File: src/rtl/uart_tx_pkg.sv
// uart_tx_pkg: FSM encodings, line levels and parity helpers shared by the UART TX/RX blocks
package uart_tx_pkg;

    typedef enum logic [2:0] {
        IDLE   = 3'd0,
        START  = 3'd1,
        DATA   = 3'd2,
        PARITY = 3'd3,
        STOP   = 3'd4
    } tx_state_e;

    localparam logic START_BIT = 1'b0;
    localparam logic STOP_BIT  = 1'b1;
    localparam logic PAR_EVEN  = 1'b0;
    localparam logic PAR_ODD   = 1'b1;

    function automatic logic parity_of(input logic red_xor, input logic typ);
        return (typ == PAR_EVEN) ? red_xor : ~red_xor;
    endfunction

endpackage

File: src/rtl/uart_tx_serializer.sv
// uart_tx_serializer: load/shift register and bit counter for the TX data phase
module uart_tx_serializer #(
    parameter int DATA_WIDTH = 8
) (
    input  logic                  CLK,
    input  logic                  RST,
    input  logic                  load,
    input  logic                  shift,
    input  logic [DATA_WIDTH-1:0] p_data,
    output logic                  ser_data,
    output logic                  ser_done
);
    localparam int CW = (DATA_WIDTH > 1) ? $clog2(DATA_WIDTH) : 1;

    logic [DATA_WIDTH-1:0] shreg_q, shreg_d;
    logic [CW-1:0]         cnt_q, cnt_d;

    assign ser_data = shreg_q[0];
    assign ser_done = (cnt_q == CW'(DATA_WIDTH - 1));

    // Counter sits at zero outside DATA so it is already cleared on entry
    always_comb begin
        shreg_d = load ? p_data : (shift ? (shreg_q >> 1) : shreg_q);
        cnt_d   = shift ? (ser_done ? cnt_q : cnt_q + 1'b1) : '0;
    end

    always_ff @(posedge CLK or negedge RST) begin
        if (!RST) begin
            shreg_q <= '0;
            cnt_q   <= '0;
        end else begin
            shreg_q <= shreg_d;
            cnt_q   <= cnt_d;
        end
    end

endmodule

File: src/rtl/uart_tx.sv
// uart_tx: frame FSM, parity and registered line driver for the UART transmit path
module uart_tx
    import uart_tx_pkg::*;
#(
    parameter int DATA_WIDTH = 8
) (
    input  logic                  CLK,
    input  logic                  RST,
    input  logic [DATA_WIDTH-1:0] P_DATA,
    input  logic                  Data_Valid,
    input  logic                  PAR_EN,
    input  logic                  PAR_TYP,
    output logic                  TX_OUT,
    output logic                  Busy
);
    tx_state_e state_q, state_d;
    logic      tx_q, tx_d;
    logic      busy_q, busy_d;
    logic      par_q, par_d;
    logic      par_en_q, par_en_d;
    logic      accept, ser_data, ser_done;

    assign accept = Data_Valid && (state_q == IDLE || state_q == STOP);

    uart_tx_serializer #(.DATA_WIDTH(DATA_WIDTH)) u_ser (
        .CLK      (CLK),
        .RST      (RST),
        .load     (accept),
        .shift    (state_q == DATA),
        .p_data   (P_DATA),
        .ser_data (ser_data),
        .ser_done (ser_done)
    );

    always_comb begin
        state_d = state_q;
        case (state_q)
            IDLE:    state_d = accept ? START : IDLE;
            START:   state_d = DATA;
            DATA:    state_d = ser_done ? (par_en_q ? PARITY : STOP) : DATA;
            PARITY:  state_d = STOP;
            STOP:    state_d = accept ? START : IDLE;
            default: state_d = IDLE;
        endcase
        par_d    = accept ? parity_of(^P_DATA, PAR_TYP) : par_q;
        par_en_d = accept ? PAR_EN : par_en_q;
        // Line and Busy are registered from the current state, one cycle behind the FSM
        tx_d     = (state_q == START)  ? START_BIT :
                   (state_q == DATA)   ? ser_data  :
                   (state_q == PARITY) ? par_q     : STOP_BIT;
        busy_d   = (state_q != IDLE);
    end

    always_ff @(posedge CLK or negedge RST) begin
        if (!RST) begin
            state_q  <= IDLE;
            tx_q     <= STOP_BIT;
            busy_q   <= 1'b0;
            par_q    <= 1'b0;
            par_en_q <= 1'b0;
        end else begin
            state_q  <= state_d;
            tx_q     <= tx_d;
            busy_q   <= busy_d;
            par_q    <= par_d;
            par_en_q <= par_en_d;
        end
    end

    assign TX_OUT = tx_q;
    assign Busy   = busy_q;

endmodule

File: config.mk
export PLATFORM = sky130hd
export DESIGN_NAME = uart_tx
export DESIGN_NICKNAME = d
export VERILOG_FILES = /design/src/rtl/uart_tx_pkg.sv /design/src/rtl/uart_tx_serializer.sv /design/src/rtl/uart_tx.sv
export SDC_FILE = /design/constraint.sdc
export NUM_CORES = 1
export LEC_CHECK = 0
export ABC_AREA = 0
export BUFFER_PORTS_ARGS = -buffer_cell sky130_fd_sc_hd__buf_2
export CORE_MARGIN = 5
export CORE_UTILIZATION = 57
export CTS_BUF_LIST = sky130_fd_sc_hd__clkbuf_2
export DETAILED_ROUTE_END_ITERATION = 8
export PLACE_DENSITY = 0.8
export RECOVER_POWER = 100
export SYNTH_ARGS = -nofsm -noshare
export SYNTH_HDL_FRONTEND = slang
export SYNTH_SLANG_ARGS = --single-unit
export TNS_END_PERCENT = 5
File: constraint.sdc
create_clock -name CLK -period 1.6 [get_ports CLK]
set_clock_uncertainty 0.15 [all_clocks]
set_input_delay 0.16 -clock CLK [delete_from_list [all_inputs] [get_ports CLK]]
set_output_delay 0.16 -clock CLK [all_outputs]
set_load 0.01 [all_outputs]
# Word level (Yosys, flattened, before mapping)
# Cells that the tools add are included.
# op_classes
add_sub_neg,1
eq_ne,6
n_mux,12
bitwise_logic,1
reduce_logical,7
# ops
operator,n
$mux 8,2
$mux 3,4
$pmux 3 s4,1
$reduce_xor 8->1,1
$eq 3x2->1 const B,2
$eq 3x3->1 const B,2
$mux 1,5
$add 3x1->3 const B,1
$eq 3x1->1 const B,1
$logic_not 3->1,1
$reduce_bool 3->1,1
$ne 2x2->1 const B,1
$reduce_bool 2->1,1
$reduce_or 2->1,1
$logic_and 1x1->1,1
$logic_or 1x1->1,1
$not 1->1,1
# word_totals
ff_bits,18
out_inout_bits,2
wordCells,34

# Longest topological paths before layout
# Gate-level depths: netlist of the first run.
# depth
ltp_word,5
ltp_mapped,6
mapped_depth_nobuf,5

# Hierarchy
# Synthesis of the first run repeated with hierarchy kept, for this count alone.
# hier_totals
hier_cells,75
area_unflattened_um2,888.4
# by_module_without_submodules
module,n_inst,cells_per_inst,area_per_inst_um2
uart_tx_serializer,1,44,510.5
uart_tx,1,31,377.9

# Least setup slack after synthesis of the first run
# Ideal clock, no wire load.
# synth_timing
path_type,reg-to-reg
from,register state_q[1]
to,register par_q
arrival_time_ns,1.207
required_time_ns,1.325
setup_slack_ns,0.118
stages_incl_launch_ff,5
synth_period_minus_slack_ns,1.482
path_cell_list,dfrtp_1 -> buf_2 -> nand2b_4 -> nor2_4 -> mux2_4
# synth_between
elab_chain_len,3
word_cells_on_any_way,4
cone_classes,eq/ne: 1; reduce/logical: 3
# synth_lines
element,line,rtl
from (decl),uart_tx.sv:16,"tx_state_e state_q, state_d;"
from (signal assigned),uart_tx.sv:62,state_q <= state_d;
$eq 3x3->1 or $logic_not 3->1 (tied branches),uart_tx.sv:23,assign accept = Data_Valid && (state_q == IDLE || state_q == STOP);
$logic_or 1x1->1 (*),uart_tx.sv:23,
$logic_and 1x1->1 (*),uart_tx.sv:23,
to (signal assigned),uart_tx.sv:65,par_q <= par_d;
to (decl),uart_tx.sv:19,"logic par_q, par_d;"
# Every way passes the cells marked *; elsewhere a longest branch is shown, timed or not.
# A chain may end at the register's enable or synchronous reset.

# Worst setup path after layout of the first run
# layout_timing
from,register u_ser.cnt_q[0]
to,register state_q[1]
# layout_between
elab_chain_len,3
# layout_lines
element,line,rtl
from (decl),uart_tx_serializer.sv:16,"logic [CW-1:0] cnt_q, cnt_d;"
from (signal assigned),uart_tx_serializer.sv:33,cnt_q <= cnt_d;
$eq 3x3->1,uart_tx_serializer.sv:19,assign ser_done = (cnt_q == CW'(DATA_WIDTH - 1));
$mux 3,uart_tx.sv:40,DATA: state_d = ser_done ? (par_en_q ? PARITY : STOP) : DATA;
$pmux 3 s4,uart_tx.sv:37,case (state_q)
net state_d[1],uart_tx.sv:16,
# The timed path passes the listed nets, and every way through them passes these cells.

==> results of run 1 <==
## area by class of cell
class                           count  area (sq um)  area share [%]
Sequential cell                    18         451.7           43.13
Clock buffer                        3         15.01           1.434
Timing Repair Buffer               20         118.9           11.35
Multi-Input combinational cell     58         430.4           41.10
Clock inverter                      1         3.754          0.3584
Tap cell                           16         20.02           1.912
Inverter                            2         7.507          0.7168
## cell usage in the layout (no fill, tap or decap), drive strengths merged
cell	n
nor3	3
nor2	11
or2	1
nand4b	1
dfstp	1
o22ai	1
a22oi	1
a21oi	11
clkbuf	6
mux2	1
mux2i	10
nand2b	2
inv	2
ha	2
nand2	3
xnor3	1
dfrtp	17
buf	14
xnor2	5
o21ai	1
dlygate4sd3	3
clkinv	1
o22a	1
or3	1
xor2	2
## repair_timing
item	4_1_cts	5_1_grt
hold buffers	2	1
endpoints found under the hold margin	19	1
resized for setup	0	1
setup endpoints to repair	0	1
## logic make-up after synthesis
logic type | count (synthesis) | share of synthesized area, %
XOR/XNOR | 8 | 9.267
flip-flops | 18 | 49.93
buffers and inverters | 6 | 2.904
adder cells (fa/ha/maj) | 2 | 2.766
AO/OA/AOI/OAI | 15 | 9.544
multiplexers | 11 | 12.72
AND/OR/NAND/NOR | 22 | 12.86
## metrics by stage
stage | hold slack (ps) | setup WS (ps) | area, sq um | std cells | utilization (%)
detailed placement | -40.14 | 30.69 | 998.5 | 111 | 66.28
floorplan | -285.6 | 117.8 | 904.6 | 82 | -
global route | 29.53 | 7.077 | 1047 | 118 | 69.52
CTS | 7.397 | 82.70 | 1037 | 117 | 68.85
finish | 37.37 | 96.57 | 1047 | 118 | 69.52
global placement | -42.69 | 35.95 | 998.5 | 111 | 66.28
## sequential cells by signal (all words and copies together), names as in the netlist
signal	flops
u_ser.shreg_q	8
TX_OUT	1
par_q	1
state_q	3
par_en_q	1
u_ser.cnt_q	3
Busy	1
## metal layers
| metal | vias to the layer above | wire, um | part of all wire [%] |
|---|---|---|---|
| met5 | - | 0 | 0 |
| met4 | 0 | 25 | 1.6 |
| met1 | 303 | 734 | 47 |
| li1 | 325 | - | - |
| met2 | 11 | 738 | 47 |
| met3 | 4 | 69 | 4.4 |
## power by group
part / total, mW / internal, mW / switching [mW]
Combinational: 0.751 / 0.358 / 0.393
Clock: 0.192 / 0.0543 / 0.138
Sequential: 0.759 / 0.653 / 0.106
Total: 1.70 / 1.07 / 0.637
## how the worst max path moves through the flow
stage	start	endpoint	slack, ps	cells past startpoint
after CTS	u_ser.cnt_q[0]	state_q[1]	80	5
after floorplan	state_q[1]	par_q	120	4
after detailed placement	P_DATA[3]	par_q	30	5
after global placement	P_DATA[3]	par_q	40	5
after global routing	u_ser.cnt_q[0]	state_q[1]	7	5
final	u_ser.cnt_q[0]	state_q[1]	100	5
## critical path, stage by stage, from the launching register on
cell and delay (ps):
dfrtp_1 420, ha_1 210, ha_1 270, a21oi_2 200, mux2i_1 90, nor2_1 100
==> impl_metrics.ini, run 1 <==
[run_status]
status = complete, no violations

[clock_tree]
cts_max_path_buffers = 2
cts_tree = done
cts_setup_buffers = 0
cts_root_buffer = clkbuf_2
cts_max_level = 1
cts_sinks = 18
clk_pin_slew_ps = 170
insertion_delay_ps = 300
cts_made_buffers = 3

[synth]
synth_cell_types = 26
synth.area.top_cells = dfrtp_1 (47%), mux2i_1 (11%), a21oi_1 (5.5%)
netlist.area_leader.share_pct = 47.03
synthCells = 82
syn_area_per_cell_sq_um = 11.03
synthesis.area_sq_um = 904.6
yosysMostFrequentCell = dfrtp_1
synthArstFlopShare_pct = 100.0
synth_area_leader_cell = dfrtp_1
yosys_most_used_dff = dfrtp_1
syn-num-nets = 97
ys_ff_latch = 18
synthTopCellsByCount = dfrtp_1 (17), a21oi_1 (10), mux2i_1 (10), nor2_1 (10), xnor2_1 (5)
synth-edff-count = 0
yosysSeqAreaShare_pct = 49.93
ys_warn_count = 0

[worst_setup_path]
r2r_cells = 5
r2r_slack_ps = 100
reg2reg_from = u_ser.cnt_q[0]
rr_endpoint = state_q[1]
cp-start-kind = register
critPathCaptureType = register
cp.arrival_ps = 1590
critical_path.max_fanout = 5
criticalPathCategory = register to register
required_ps = 1690

[final_layout]
nets = 118
final.fill_count = 121
areaGrowthSynthToFinish_pct = 15.77
drive_gt1_share_pct = 23.53
diodes = 0

[timing]
final_hold_viol_count = 0
setup_viol = 0
fmax_mhz = 665.1
layout_worst_path_cycle_share_pct = 93.96
min_period_ps = 1503
finalSetupTns_ps = 0
slew_headroom_pct = 36.95
rsz0062_at_grt = false
tightestPinTransition_ps = 945.7
slew_violations = 0

[global_route]
grt_overflow = 0
busiest_layer = met2
grt_pass1_vias = 667
grt_use_met1_pct = 18.46
grt_usage_pct = 13.98
met3_usage_pct = 3.313
grt_pass1_wl_um = 2725
grt_max_degree = 19
grt_use_met2_pct = 22.03
antenna_found_initial = 0

[worst_hold_path]
hold_class = input pin to register
hp-start = P_DATA[6]
hold_end = u_ser.shreg_q[6]
whs_path_depth = 3

[floorplanning]
die-height_um = 49.84
start_util_pct = 60.05
die_w_um = 49.84
rows = 14
pin_count = 15
dieArea_sq_um = 2484
core_area_sq_um = 1506

[placed_design]
port_buffers = 14
dp_hpwl_um = 1203
place_congestion = 0.7043

[run]
drv_cap = 0

[route]
ant_nets = 0
dr.pass1.iters = 4
vias = 643
drt_wl_total_um = 1568
wire_per_inst_um = 13.29
drt_iter0_drc = 10
drc = 0
vias_per_cell = 5.449

[pwr]
peakVddDrop_uv = 928.9
power.total_mw = 1.702
p_per_area_nw_per_um2 = 1625
p_leak_nw = 0.4770
No activity file was read; power rests on OpenSTA's default activity.
==> run 2: changes to the inputs <==
==> constraint.sdc (replaced) <==
create_clock -name CLK -period 1.6 [get_ports CLK]
set_clock_uncertainty 0.15 [all_clocks]
set_input_delay 0.48 -clock CLK [delete_from_list [all_inputs] [get_ports CLK]]
set_output_delay 0.48 -clock CLK [all_outputs]
set_load 0.01 [all_outputs]
==> run 2 against run 1 <==
  * Power up 1.4%
  * Sequential share of layout area down 0.61 points
  * Worst hold slack better by 170 ps
  * Count of clock-buffer cells in the layout unchanged
  * Utilization up 1.0 points
  * Sequential cell count unchanged
  * Cell area up 1.4%
  * First-iteration DRC count up 40%
  * Clock power up 3%
  * Fmax down 5.4%
  * Via count up 1.7%
==> impl_metrics.ini, run 2 (same netlist as run 1, synthesis figures left out) <==
[run_status]
status = complete, no violations

[floorplanning]
die-height_um = 49.84
dieArea_sq_um = 2484
core_area_sq_um = 1506
rows = 14
die_w_um = 49.84
start_util_pct = 60.05
pin_count = 15

[pwr]
pwr-share-clk_pct = 11.4
p_per_area_nw_per_um2 = 1624
p_seq_share_pct = 44.0
p_leak_nw = 0.4966
power_frac_comb_pct = 44.5
power.share.switching_pct = 37.32
p_sw_mw = 0.6437
p_int_mw = 1.081
peakVddDrop_uv = 927.2

[worst_setup_path]
r2r_slack_ps = 50
critPathBufInv = 1
worst_path_largest_cell_delay_ps = 560
critPathCaptureType = output pin
required_ps = 970
critPathCapture = TX_OUT
cp_top_family = flip-flops
path_cells = buf_6
reg2reg_from = state_q[1]
r2r_cells = 5
cp.arrival_ps = 960
crit_cells = 1
rr_endpoint = u_ser.shreg_q[5]
crit_slowest_cell = dfstp_2
cp-start-kind = register
criticalPathCategory = register to output pin
critical_path.max_fanout = 1
cp-startpoint = TX_OUT

[timing]
slew_headroom_pct = 70.51
holdWs_ps = 212.3
setup_viol = 0
tightestPinTransition_ps = 442.3
final.setup.worst_slack_ps = 11.57
finalSetupTns_ps = 0
slew_violations = 0
rsz0062_at_grt = true
layout_worst_path_cycle_share_pct = 99.28
min_period_ps = 1588
final_hold_viol_count = 0
fmax_mhz = 629.6

[route]
drc = 0
wire_per_inst_um = 14.38
drt_iter0_drc = 14
ant_nets = 0
dr.pass1.iters = 4
vias_per_cell = 5.450
drt_wl_total_um = 1726
vias = 654

[final_layout]
regMostFlops = u_ser.shreg_q
drive_gt1_share_pct = 28.85
final.fill_count = 116
stdcell_area_sq_um = 1062
most-common-layout-cells = dfrtp_1 (17), nor2_1 (11), buf_2 (11), a21oi_1 (10), mux2i_1 (10)
reg.largest.list = u_ser.shreg_q: 8 flops, state_q: 3 flops, u_ser.cnt_q: 3 flops
diodes = 0
layout_commonest_cell = dfrtp_1
largest_reg_flops = 8
nets = 120
areaGrowthSynthToFinish_pct = 17.43

[global_route]
grt_pass1_wl_um = 3105
grt_overflow = 0
grt_usage_pct = 16.36
antenna_found_initial = 0
grt_max_degree = 19
grt_pass1_vias = 696

[clock_tree]
insertion_delay_ps = 310
cts_max_level = 1
cts_sinks = 18
cts_made_buffers = 3
clk_pin_slew_ps = 160
cts_root_buffer = clkbuf_2
cts_setup_buffers = 0
cts_max_path_buffers = 2
cts_tree = done

[placed_design]
placedInstanceArea_sq_um = 1049
port_buffers = 14
pre_cts_ws_ps = -222.2
dp_hpwl_um = 1264
place_congestion = 0.7093

[worst_hold_path]
hold_class = input pin to register

[run]
drv_cap = 0
run 2: changes by cell type in the layout (fill, tap and decap cells not counted), sizes merged:
cell / delta
buf: +4
dlygate4sd3: -2
run 2: metrics by stage:
stage / total power [mW] / std cells / utilization [%]
global placement: 1.517 / 115 / 69.60
CTS: 1.787 / 120 / 71.93
finish: 1.725 / 120 / 70.52
detailed placement: 1.566 / 115 / 69.60
floorplan: 1.318 / 82 / -
global route: 1.879 / 120 / 70.52
run 2: power by group through the flow:
stage          Sequential [mW]  Clock (mW)  Combinational, mW
6_report                 0.760       0.197              0.768
3_5_place_dp             0.770           0              0.796
5_1_grt                  0.786       0.232              0.861
2_1_floorplan            0.754           0              0.564
4_1_cts                  0.764       0.208              0.815
3_3_place_gp             0.759           0              0.759
run 2: layer usage:
| layer | vias up | GRT usage [%] | share of wire, % | routed length, um |
|---|---|---|---|---|
| met1 | 312 | 20.23 | 43 | 734 |
| li1 | 325 | - | - | - |
| met5 | - | 0 | 0 | 0 |
| met3 | 3 | 6.024 | 5.4 | 93 |
| met2 | 14 | 26.91 | 51 | 882 |
| met4 | 0 | 3.930 | 0.93 | 16 |
run 2: how the worst min path moves through the flow:
stage	from	to	slack (ps)	depth (start not counted)
2_1_floorplan	RST	Busy	30	0
3_3_place_gp	RST	Busy	270	1
3_5_place_dp	RST	Busy	280	1
4_1_cts	PAR_EN	par_en_q	210	3
5_1_grt	PAR_EN	par_en_q	190	3
6_report	PAR_EN	par_en_q	210	3
run 2: final cells by class:
class	instances	area (sq um)	area share, %
sequential	18	451.7	42.52
inverter	2	7.507	0.7067
multi-input combinational	58	429.2	40.40
clock buffer	3	15.01	1.413
tap	16	20.02	1.885
timing repair buffer	22	135.1	12.72
clock inverter	1	3.754	0.3534
run 2: tightest hold or removal path: cells and delay by family:
family / cells / cell delay (ps)
buf+inv: 1 / 80
compound gates: 1 / 60
simple gates: 1 / 30
run 2: what timing repair did:
action,4_1_cts,5_1_grt
endpoints found under the hold margin,17,0
hold buffers,1,0
endpoints found under the setup margin,1,2
gates resized for setup,1,2
